<file path="src/rtl/serial_sub.sv">
// ============================================================================
// serial_sub : bit-serial subtractor, LSB first, computes a - b - bin
// Revision   : 1.0
// ============================================================================
`default_nettype none

module serial_sub #(
   parameter int WIDTH = 8
) (
   input  logic             clk,
   input  logic             rst,
   input  logic             start,
   input  logic [WIDTH-1:0] a,
   input  logic [WIDTH-1:0] b,
   input  logic             bin,
   output logic [WIDTH-1:0] diff,
   output logic             bout,
   output logic             ovf,
   output logic             busy,
   output logic             done
);

   localparam int             CW     = (WIDTH > 2) ? $clog2(WIDTH) : 1;
   localparam logic [CW-1:0]  C_LAST = CW'(WIDTH - 1);

   typedef enum logic [1:0] {
      S_IDLE = 2'd0,
      S_RUN  = 2'd1,
      S_DONE = 2'd2
   } state_t;

   state_t           state_q, state_d;
   logic [WIDTH-1:0] a_sh_q, a_sh_d;
   logic [WIDTH-1:0] b_sh_q, b_sh_d;
   logic             a_msb_q, a_msb_d;
   logic             b_msb_q, b_msb_d;
   logic             br_q, br_d;
   logic [CW-1:0]    cnt_q, cnt_d;
   logic [WIDTH-1:0] res_q, res_d;
   logic [WIDTH-1:0] diff_q, diff_d;
   logic             bout_q, bout_d;
   logic             ovf_q, ovf_d;
   logic             busy_q, busy_d;
   logic             done_q, done_d;

   logic             d_bit;
   logic             br_nx;
   logic [WIDTH-1:0] res_nx;

   // One full-subtractor slice; operands shift right so bit 0 is always current
   assign d_bit  = a_sh_q[0] ^ b_sh_q[0] ^ br_q;
   assign br_nx  = (~a_sh_q[0] & b_sh_q[0]) | (b_sh_q[0] & br_q) | (~a_sh_q[0] & br_q);
   assign res_nx = {d_bit, res_q[WIDTH-1:1]};

   always_comb begin
      state_d = state_q;
      a_sh_d  = a_sh_q;
      b_sh_d  = b_sh_q;
      a_msb_d = a_msb_q;
      b_msb_d = b_msb_q;
      br_d    = br_q;
      cnt_d   = cnt_q;
      res_d   = res_q;
      diff_d  = diff_q;
      bout_d  = bout_q;
      ovf_d   = ovf_q;
      busy_d  = 1'b0;
      done_d  = 1'b0;

      case (state_q)
         S_IDLE: begin
            if (start) begin
               a_sh_d  = a;
               b_sh_d  = b;
               a_msb_d = a[WIDTH-1];
               b_msb_d = b[WIDTH-1];
               br_d    = bin;
               cnt_d   = '0;
               res_d   = '0;
               state_d = S_RUN;
               busy_d  = 1'b1;
            end
         end
         S_RUN: begin
            a_sh_d = a_sh_q >> 1;
            b_sh_d = b_sh_q >> 1;
            br_d   = br_nx;
            res_d  = res_nx;
            cnt_d  = cnt_q + CW'(1);
            if (cnt_q == C_LAST) begin
               // MSB slice: publish the finished result in the same edge
               state_d = S_DONE;
               done_d  = 1'b1;
               diff_d  = res_nx;
               bout_d  = br_nx;
               ovf_d   = (a_msb_q != b_msb_q) && (d_bit != a_msb_q);
            end else begin
               busy_d = 1'b1;
            end
         end
         S_DONE: begin
            state_d = S_IDLE;
         end
         default: begin
            state_d = S_IDLE;
         end
      endcase
   end

   always_ff @(posedge clk or posedge rst) begin
      if (rst) begin
         state_q <= S_IDLE;
         a_sh_q  <= '0;
         b_sh_q  <= '0;
         a_msb_q <= 1'b0;
         b_msb_q <= 1'b0;
         br_q    <= 1'b0;
         cnt_q   <= '0;
         res_q   <= '0;
         diff_q  <= '0;
         bout_q  <= 1'b0;
         ovf_q   <= 1'b0;
         busy_q  <= 1'b0;
         done_q  <= 1'b0;
      end else begin
         state_q <= state_d;
         a_sh_q  <= a_sh_d;
         b_sh_q  <= b_sh_d;
         a_msb_q <= a_msb_d;
         b_msb_q <= b_msb_d;
         br_q    <= br_d;
         cnt_q   <= cnt_d;
         res_q   <= res_d;
         diff_q  <= diff_d;
         bout_q  <= bout_d;
         ovf_q   <= ovf_d;
         busy_q  <= busy_d;
         done_q  <= done_d;
      end
   end

   assign diff = diff_q;
   assign bout = bout_q;
   assign ovf  = ovf_q;
   assign busy = busy_q;
   assign done = done_q;

endmodule

`default_nettype wire

</file>
<file path="config.mk">
export PLATFORM = sky130hd
export DESIGN_NAME = serial_sub
export DESIGN_NICKNAME = d
export VERILOG_FILES = /design/src/rtl/serial_sub.sv
export SDC_FILE = /design/constraint.sdc
export NUM_CORES = 1
export LEC_CHECK = 0
export CORE_ASPECT_RATIO = 0.75
export CORE_UTILIZATION = 52
export CTS_BUF_LIST = sky130_fd_sc_hd__clkbuf_8 sky130_fd_sc_hd__clkbuf_16
export CTS_CLUSTER_DIAMETER = 100
export DETAILED_ROUTE_END_ITERATION = 16
export PLACE_DENSITY = 0.85
export SYNTH_ARGS = -nofsm -noshare
export SYNTH_HDL_FRONTEND = slang
export SYNTH_SLANG_ARGS = --single-unit
</file>
<file path="constraint.sdc">
create_clock -name clk -period 1.87 [get_ports clk]
set_input_delay 0.374 -clock clk [delete_from_list [all_inputs] [get_ports clk]]
set_output_delay 0.374 -clock clk [all_outputs]
set_load 0.005 [all_outputs]
</file>
======== After elaboration in Yosys (flattened, before gate mapping) ========
Cells that the tools add are included.
Widths: inputs -> output; s select.
cells by class
  eq/ne operators ......................... 6
  bitwise gates (word level) .............. 8
  muxes and demuxes ....................... 18
  reduce and logical (&&, ||, !) cells .... 7
  add/subtract/negate cells ............... 1
operator list
  kind                 number
  $pmux 8 s2           3
  $mux 8               3
  $reduce_and 2->1     4
  $pmux 3 s2           1
  $mux 1               5
  $mux 2               2
  $ne 2x2->1 const B   2
  $pmux 1 s2           2
  $pmux 2 s2           1
  $add 3x1->3 const B  1
  $and 1x1->1          3
  $eq 3x3->1 const B   1
  $mux 3               1
  $eq 2x1->1 const B   1
  $logic_not 2->1      1
  $ne 1x1->1           2
  $or 1x1->1           2
  $reduce_bool 2->1    1
  $xor 1x1->1          2
  $logic_and 1x1->1    1
  $not 1->1            1
storage, ports and cells
  output and inout port bits .............. 12
  input port bits ......................... 20
  logic and storage cells ................. 53
  bits in registers ....................... 44

======== Longest topological paths before layout ========
Gate-level depths: netlist of the first run.
  depth in word-level cells ............... 5
  gate-level depth with buffers ........... 6
  mapped depth without buffers ............ 5

======== Worst setup path after synthesis of the first run ========
No wires, ideal clock.
  path type ............................... register to register
  from .................................... register cnt_q[0]
  to ...................................... register diff_q[0] (netlist: diff[0])
  data required time ...................... 1745 ps
  setup time .............................. 125 ps
  cell stages (with the launch flop) ...... 6
  slack ................................... 405 ps
  period minus slack after synthesis ...... 1465 ps
  arrival ................................. 1341 ps
  path buffers ............................ 1
  cells stage by stage .................... dfrtp_1 ha_1 ha_1 nand3b_4 buf_6 mux2_2
between the ends
  longest elaborated chain between the ends .. 2
ends and longest elaborated chain
  item                        RTL line  source
  start: declaration          38        logic [CW-1:0] cnt_q, cnt_d;
  start signal: assignment    132       cnt_q <= cnt_d;
  $eq 3x3->1                  90        if (cnt_q == C_LAST) begin
  $reduce_and 2->1 (no line)  n/a
  end signal: assignment      134       diff_q <= diff_d;
  end: declaration            40        logic [WIDTH-1:0] diff_q, diff_d;
No other way between the ends.
A chain may end at the register's enable or synchronous reset.

======== Worst setup path in the final report of the first run ========
  from .................................... register state_q[1]
  to ...................................... register b_sh_q[6]
between the ends
  longest elaborated chain between the ends .. 3
  elaborated cells on any way between the ends .. 6
  those cells by class .................... eq/ne: 2; mux: 1; reduce/logical: 3
ends and longest elaborated chain
  item                                                              RTL line  source
  start: declaration                                                32        state_t state_q, state_d;
  start signal: assignment                                          126       state_q <= state_d;
  $eq 2x1->1 / $logic_not 2->1 (equally long branches)              70        case (state_q)
  $reduce_bool 2->1 (no line) / $ne 2x2->1 (equally long branches)  n/a
  $reduce_and 2->1 (no line)                                        n/a
  end signal: assignment                                            128       b_sh_q <= b_sh_d;
  end: declaration                                                  34        logic [WIDTH-1:0] b_sh_q, b_sh_d;
Several ways; a longest one is shown, not always the timed one.

==> impl_metrics.json, run 1 <==
{
  "outcome": "completed",
  "drv_cap": 0,
  "synth_area_um2": 1910,
  "totalPowerFinal_mw": 3.60,
  "synth_cell_type_count": 25,
  "antenna_found_initial": 0,
  "power_density_nw_per_um2": 1520,
  "cts_tree": "done",
  "cp.required_ns": 2.08,
  "max_slew_margin_pct": 48.9,
  "hold_class": "in -> async",
  "ir_worst_vdd_mv": 0.841,
  "synth_most_common_cell": "dfrtp_1",
  "synth_xor_area_share_pct": 0,
  "gr-total-overflow": 0,
  "timing.final.crit_share_pct": 89.6,
  "fin_tns_setup_ns": 0,
  "worst-path-max-fanout": 22,
  "die_area_um2": 3930,
  "grt_max_degree": 44,
  "post_cts_buffers": 0,
  "end_kind": "flop",
  "drv_slew": 0,
  "wl_per_cell_um": 15.4,
  "syn-instance-count": 164,
  "design_area_um2": 2360,
  "drc_errors": 0,
  "period_needed_ns": 1.68,
  "hold_buffers": 0,
  "vias_per_cell": 5.54,
  "yosys_register_bits": 43,
  "worst_slew_pin_slew_ns": 0.766,
  "clock_latency_ns": 0.29,
  "clk_pin_slew_ns": 0.08,
  "yosys-top-cells-area": "dfrtp_1, mux2_2, a22oi_1",
  "synth_top_family_by_area": "compound AO/OA/AOI/OAI gates",
  "drive_gt1_share_pct": 12.2,
  "synth_simple_gate_area_share_pct": 10.0,
  "crit_slowest_cell": "and2b_1",
  "yosysSeqAreaShare_pct": 56.2,
  "cpPeakStageDelay_ns": 0.77,
  "yosys_warnings": 0,
  "via_count": 1369,
  "leakagePower_nw": 1.07,
  "synth_edf_count": 0,
  "rsz0062_at_grt": "no",
  "die_w_um": 72.0,
  "synthMuxAreaShare_pct": 5.89,
  "r2r_slack_ns": 0.19,
  "crit_arrival_ns": 1.89,
  "fmax_mhz": 597,
  "numCtsBuffers": 5,
  "ant_nets": 0,
  "clockRootBuffer": "clkbuf_8",
  "num_io_pins": 32,
  "dp_hpwl_um": 2480,
  "setup_viol": 0,
  "areaGrowthSynthToFinish_pct": 23.6,
  "grt_pass1_vias": 1210,
  "async_reset_ff_share_pct": 100,
  "cts.repair.resized": 0,
  "synth_common_cells": "dfrtp_1, o21ai_0, a21oi_1, a22oi_1",
  "crit_type": "reg -> reg",
  "synth_nets": 187,
  "rows": 18,
  "cts_sinks": 43,
  "htree_levels": 2,
  "path_cells": "and2b_1 -> a22oi_1 -> o21ai_0",
  "post_synth.cell_area_avg_um2": 11.7,
  "hold_viol": 0,
  "place_congestion": 0.796,
  "die_height_um": 54.5,
  "synth_fa_ha_area_share_pct": 2.35,
  "grt_pass1_wl_um": 6020,
  "clock_path_buffers": 2,
  "synth_top_area_share_pct": 56.2,
  "critPathLaunchType": "flop",
  "synth-compound-area-share_pct": 20.9,
  "ys.flop_type": "dfrtp_1",
  "grt_util_all_layers_pct": 21.7,
  "skew_ns": 0.00643,
  "core_area_um2": 3400,
  "wl_um": 3810,
  "initial_core_util_pct": 56.3,
  "nets": 220,
  "synth_top_cell_by_area": "dfrtp_1",
  "diodes": 0,
  "port_buffers": 31,
  "dpl_cell_area_um2": 2260,
  "dr.pass1.iters": 4,
  "drtIter0Drc": 116
}
## cell families after synthesis
kind of cell,after synthesis
compound gates,64
fa+ha+maj,3
buf+inv,16
flops,43
mux,10
simple gates,28
## registers in the layout, indices dropped and copies added, names as in the netlist, 2 cells and up
register and flops:
b_sh_q 8, state_q 2, cnt_q 3, a_sh_q 8
diff 8, res_q 7
## final timing paths
check	end	depth (start not counted)	startpoint
max	b_sh_q[6]	3	state_q[1]
min	a_sh_q[2]	3	rst
max reg2reg	b_sh_q[6]	3	state_q[1]
min reg2reg	a_sh_q[6]	2	a_sh_q[6]
max in group asynchronous	b_sh_q[0]	3	rst
min in group clk	a_sh_q[6]	2	a_sh_q[6]
## critical path, delay by kind of cell (launching register included)
family | cells | cell delay [ns]
simple gates | 1 | 0.77
flops | 1 | 0.54
compound gates | 2 | 0.28
## metrics by stage
stage | cells | util, % | setup WS [ns] | hold slack [ns]
2_1_floorplan | 164 | - | 0.405 | 0.451
3_3_place_gp | 240 | 66.5 | 0.225 | 0.477
3_5_place_dp | 240 | 66.5 | 0.197 | 0.479
4_1_cts | 247 | 69.5 | 0.214 | 0.499
5_1_grt | 247 | 69.5 | 0.107 | 0.526
6_report | 247 | 69.5 | 0.195 | 0.496
## where the power goes
group	total, mW	switching [mW]	leakage, nW	internal (mW)
combinational	1.31	0.585	0.462	0.730
sequential	1.60	0.284	0.551	1.32
clock	0.685	0.300	0.0554	0.386
total	3.60	1.17	1.07	2.43
## final cells by class
class                      instances  area (um^2)
sequential                        43         1080
fill                             227         1040
multi-input combinational        105          749
timing repair buffer              37          355
clock buffer                       5         68.8
tap                               50         62.6
clock inverter                     2         33.8
inverter                           5         18.8
## metal layers
| layer | part of all wire [%] | vias to the layer above | global-route usage (%) |
|---|---|---|---|
| met3 | 6.1 | 13 | 5.34 |
| met2 | 46 | 49 | 32.5 |
| met1 | 45 | 656 | 29.4 |
| met4 | 3.4 | 0 | 12.1 |
| li1 | - | 651 | - |
| met5 | 0 | - | 0 |
## layout by cell type (no fill, tap or decap), drive strengths merged
master         netlist  routed
and3b                2       2
clkbuf               2       5
buf                  9       6
nand2                6       6
nor2                 1       1
dfrtp               43      43
nand2b               1       1
nand3b               1       1
o21bai               1       1
ha                   2       2
a22oi               13      13
a2bb2oi              3       3
fa                   1       1
bufinv               0       1
inv                  5       6
clkdlybuf4s50        0      31
a21oi               18      18
mux2                10      10
a22o                 9       9
nor2b               11      11
and2b                6       6
o21ai               20      20
No activity file was read; power rests on OpenSTA's default activity.
==> inputs of run 2 (changes only) <==
Settings changed: SKIP_LAST_GASP from default to 1.
==> results of run 2 <==
Same layout as run 1: the final DEF is identical, and so are final timing and power.
==> patch, RTL diff (config.mk and constraints of run 2) <==
Put one more register stage on the output `done`, cleared by the reset. The value now appears one clock later. The other outputs are not delayed to match.
--- a/src/rtl/serial_sub.sv
+++ b/src/rtl/serial_sub.sv
@@ -143,7 +143,13 @@
    assign bout = bout_q;
    assign ovf  = ovf_q;
    assign busy = busy_q;
-   assign done = done_q;
+   always_ff @(posedge clk or posedge rst) begin
+      if (rst) begin
+         done <= '0;
+      end else begin
+         done <= done_q;
+      end
+   end
 
 endmodule
 
Behaviour: not the same (a bounded check fails within 10 cycles, from zero or initial values and one cycle with rst high).
==> patch against run 2 <==
- clock skew fell by 0.0019 ns
- sequential cell count rose by 1
- area after synthesis rose by 1.3%
- power rose by 2.4%
- synthesized cell count rose by 0.61%
- cell count rose by 0.81%
- worst setup slack got worse by 0.057 ns
- routed wire length rose by 5.3%
- cell area rose by 1.8%
- global-route usage rose by 0.10 points
- largest power group unchanged
==> patch: results (changes against run 2) <==
run_status:
  status: "complete, no violations"
global_route:
  grt_start_max_net_pins: 45  # +2.3%
  grt_first_pass_wirelength_um: 6220  # +3.2%
  grtUsageTotal_pct: 21.8  # +0.10 points
placement:
  place_congestion: 0.774  # -2.7%
  hpwl_um: 2690  # +8.4%
  place_area_um2: 2300  # +1.7%
  place_inst: 241  # +0.42%
detailed_routing:
  wl_met3_um: 179  # -24%
  wl_per_cell_um: 16.1  # +4.5%
  via_count: 1406  # +2.7%
  wl_met2_um: 1890  # +8.4%
  routed_wl_um: 4010  # +5.3%
  wl_met1_um: 1850  # +8.6%
cts:
  cts-root-buf: "clkbuf_8"
synthesis:
  seq_area_frac_synth_pct: 56.8  # +0.56 points
  ys_top_cells_by_count: "dfrtp_1, o21ai_0, a21oi_1, a22oi_1"
  yosys-top-cells-area: "dfrtp_1, mux2_2, a22oi_1"
  syn_avg_cell_area_um2: 11.7  # +0.69%
  synth_fp_nets: 188  # +0.53%
power_and_ir_drop:
  intPower_uw: 2470  # +1.6%
  p_leak_uw: 0.00109  # +2.0%
  max-vdd-ir-drop_v: 0.000909  # +8.0%
critical_path:
  crit_arrival_ns: 1.96  # +0.07 ns
  rrSetupSlack_ns: 0.14  # -0.06 ns
  worstSetupEndpoint: "a_sh_q[1]"
cells_and_area:
  final_nets: 221  # +0.45%
timing:
  skew_ns: 0.00448  # -0.00194 ns
  tightestPinTransition_ns: 0.910  # +0.144 ns
worst_hold_path:
  worstHoldPathType: "reg -> reg"
## patch: cell types whose count changed after synthesis
cell / before / now
dfrtp_1: 43 / 44
## patch: cell type report
cell class                      count  area [um2]
Multi-Input combinational cell    105         749
Sequential cell                    44        1100
Clock buffer                        5        68.8
Timing Repair Buffer               37         368
Inverter                            5        18.8
Tap cell                           50        62.6
Fill cell                         237        1020
Clock inverter                      3        38.8
## patch: stage by stage
step,power [uW],worst slack [ns]
floorplan,2450,0.405
global placement,2860,0.0501
detailed placement,2980,-0.0489
CTS,3690,0.192
global route,3910,0.0242
finish,3680,0.137
## patch: routing by layer
layer	up-vias	GRT usage, %
li1	653	-
met1	702	28.1
met2	40	35.4
met3	11	4.60
met4	0	11.8
met5	-	0
## patch: power groups by stage
stage | registers [uW] | logic, uW | clock network (uW)
finish | 1640 | 1340 | 702
floorplan | 1560 | 891 | 0
global route | 1690 | 1480 | 747
detailed placement | 1650 | 1330 | 0
CTS | 1640 | 1350 | 711
global placement | 1610 | 1250 | 0
## patch: cells by family after synthesis
logic type	Yosys count	share of synthesized area, %
buffers and inverters	16	4.52
AOI/OAI and AO/OA	64	20.7
DFF	44	56.8
and+or+nand+nor	28	9.88
adders and majority gates	3	2.32
muxes	10	5.81
## patch: worst max-delay path: cells and delay by family (launching register included)
family,cells,cell delay (ns)
compound gates,2,0.34
simple gates,1,0.77
flops,1,0.54
## patch: worst min path at each step
stage	from	to	slack, ns
2_1_floorplan	done_q	done	0.33
3_3_place_gp	done_q	done	0.34
3_5_place_dp	done_q	done	0.34
4_1_cts	done_q	done	0.36
5_1_grt	done_q	done	0.38
6_report	done_q	done	0.35
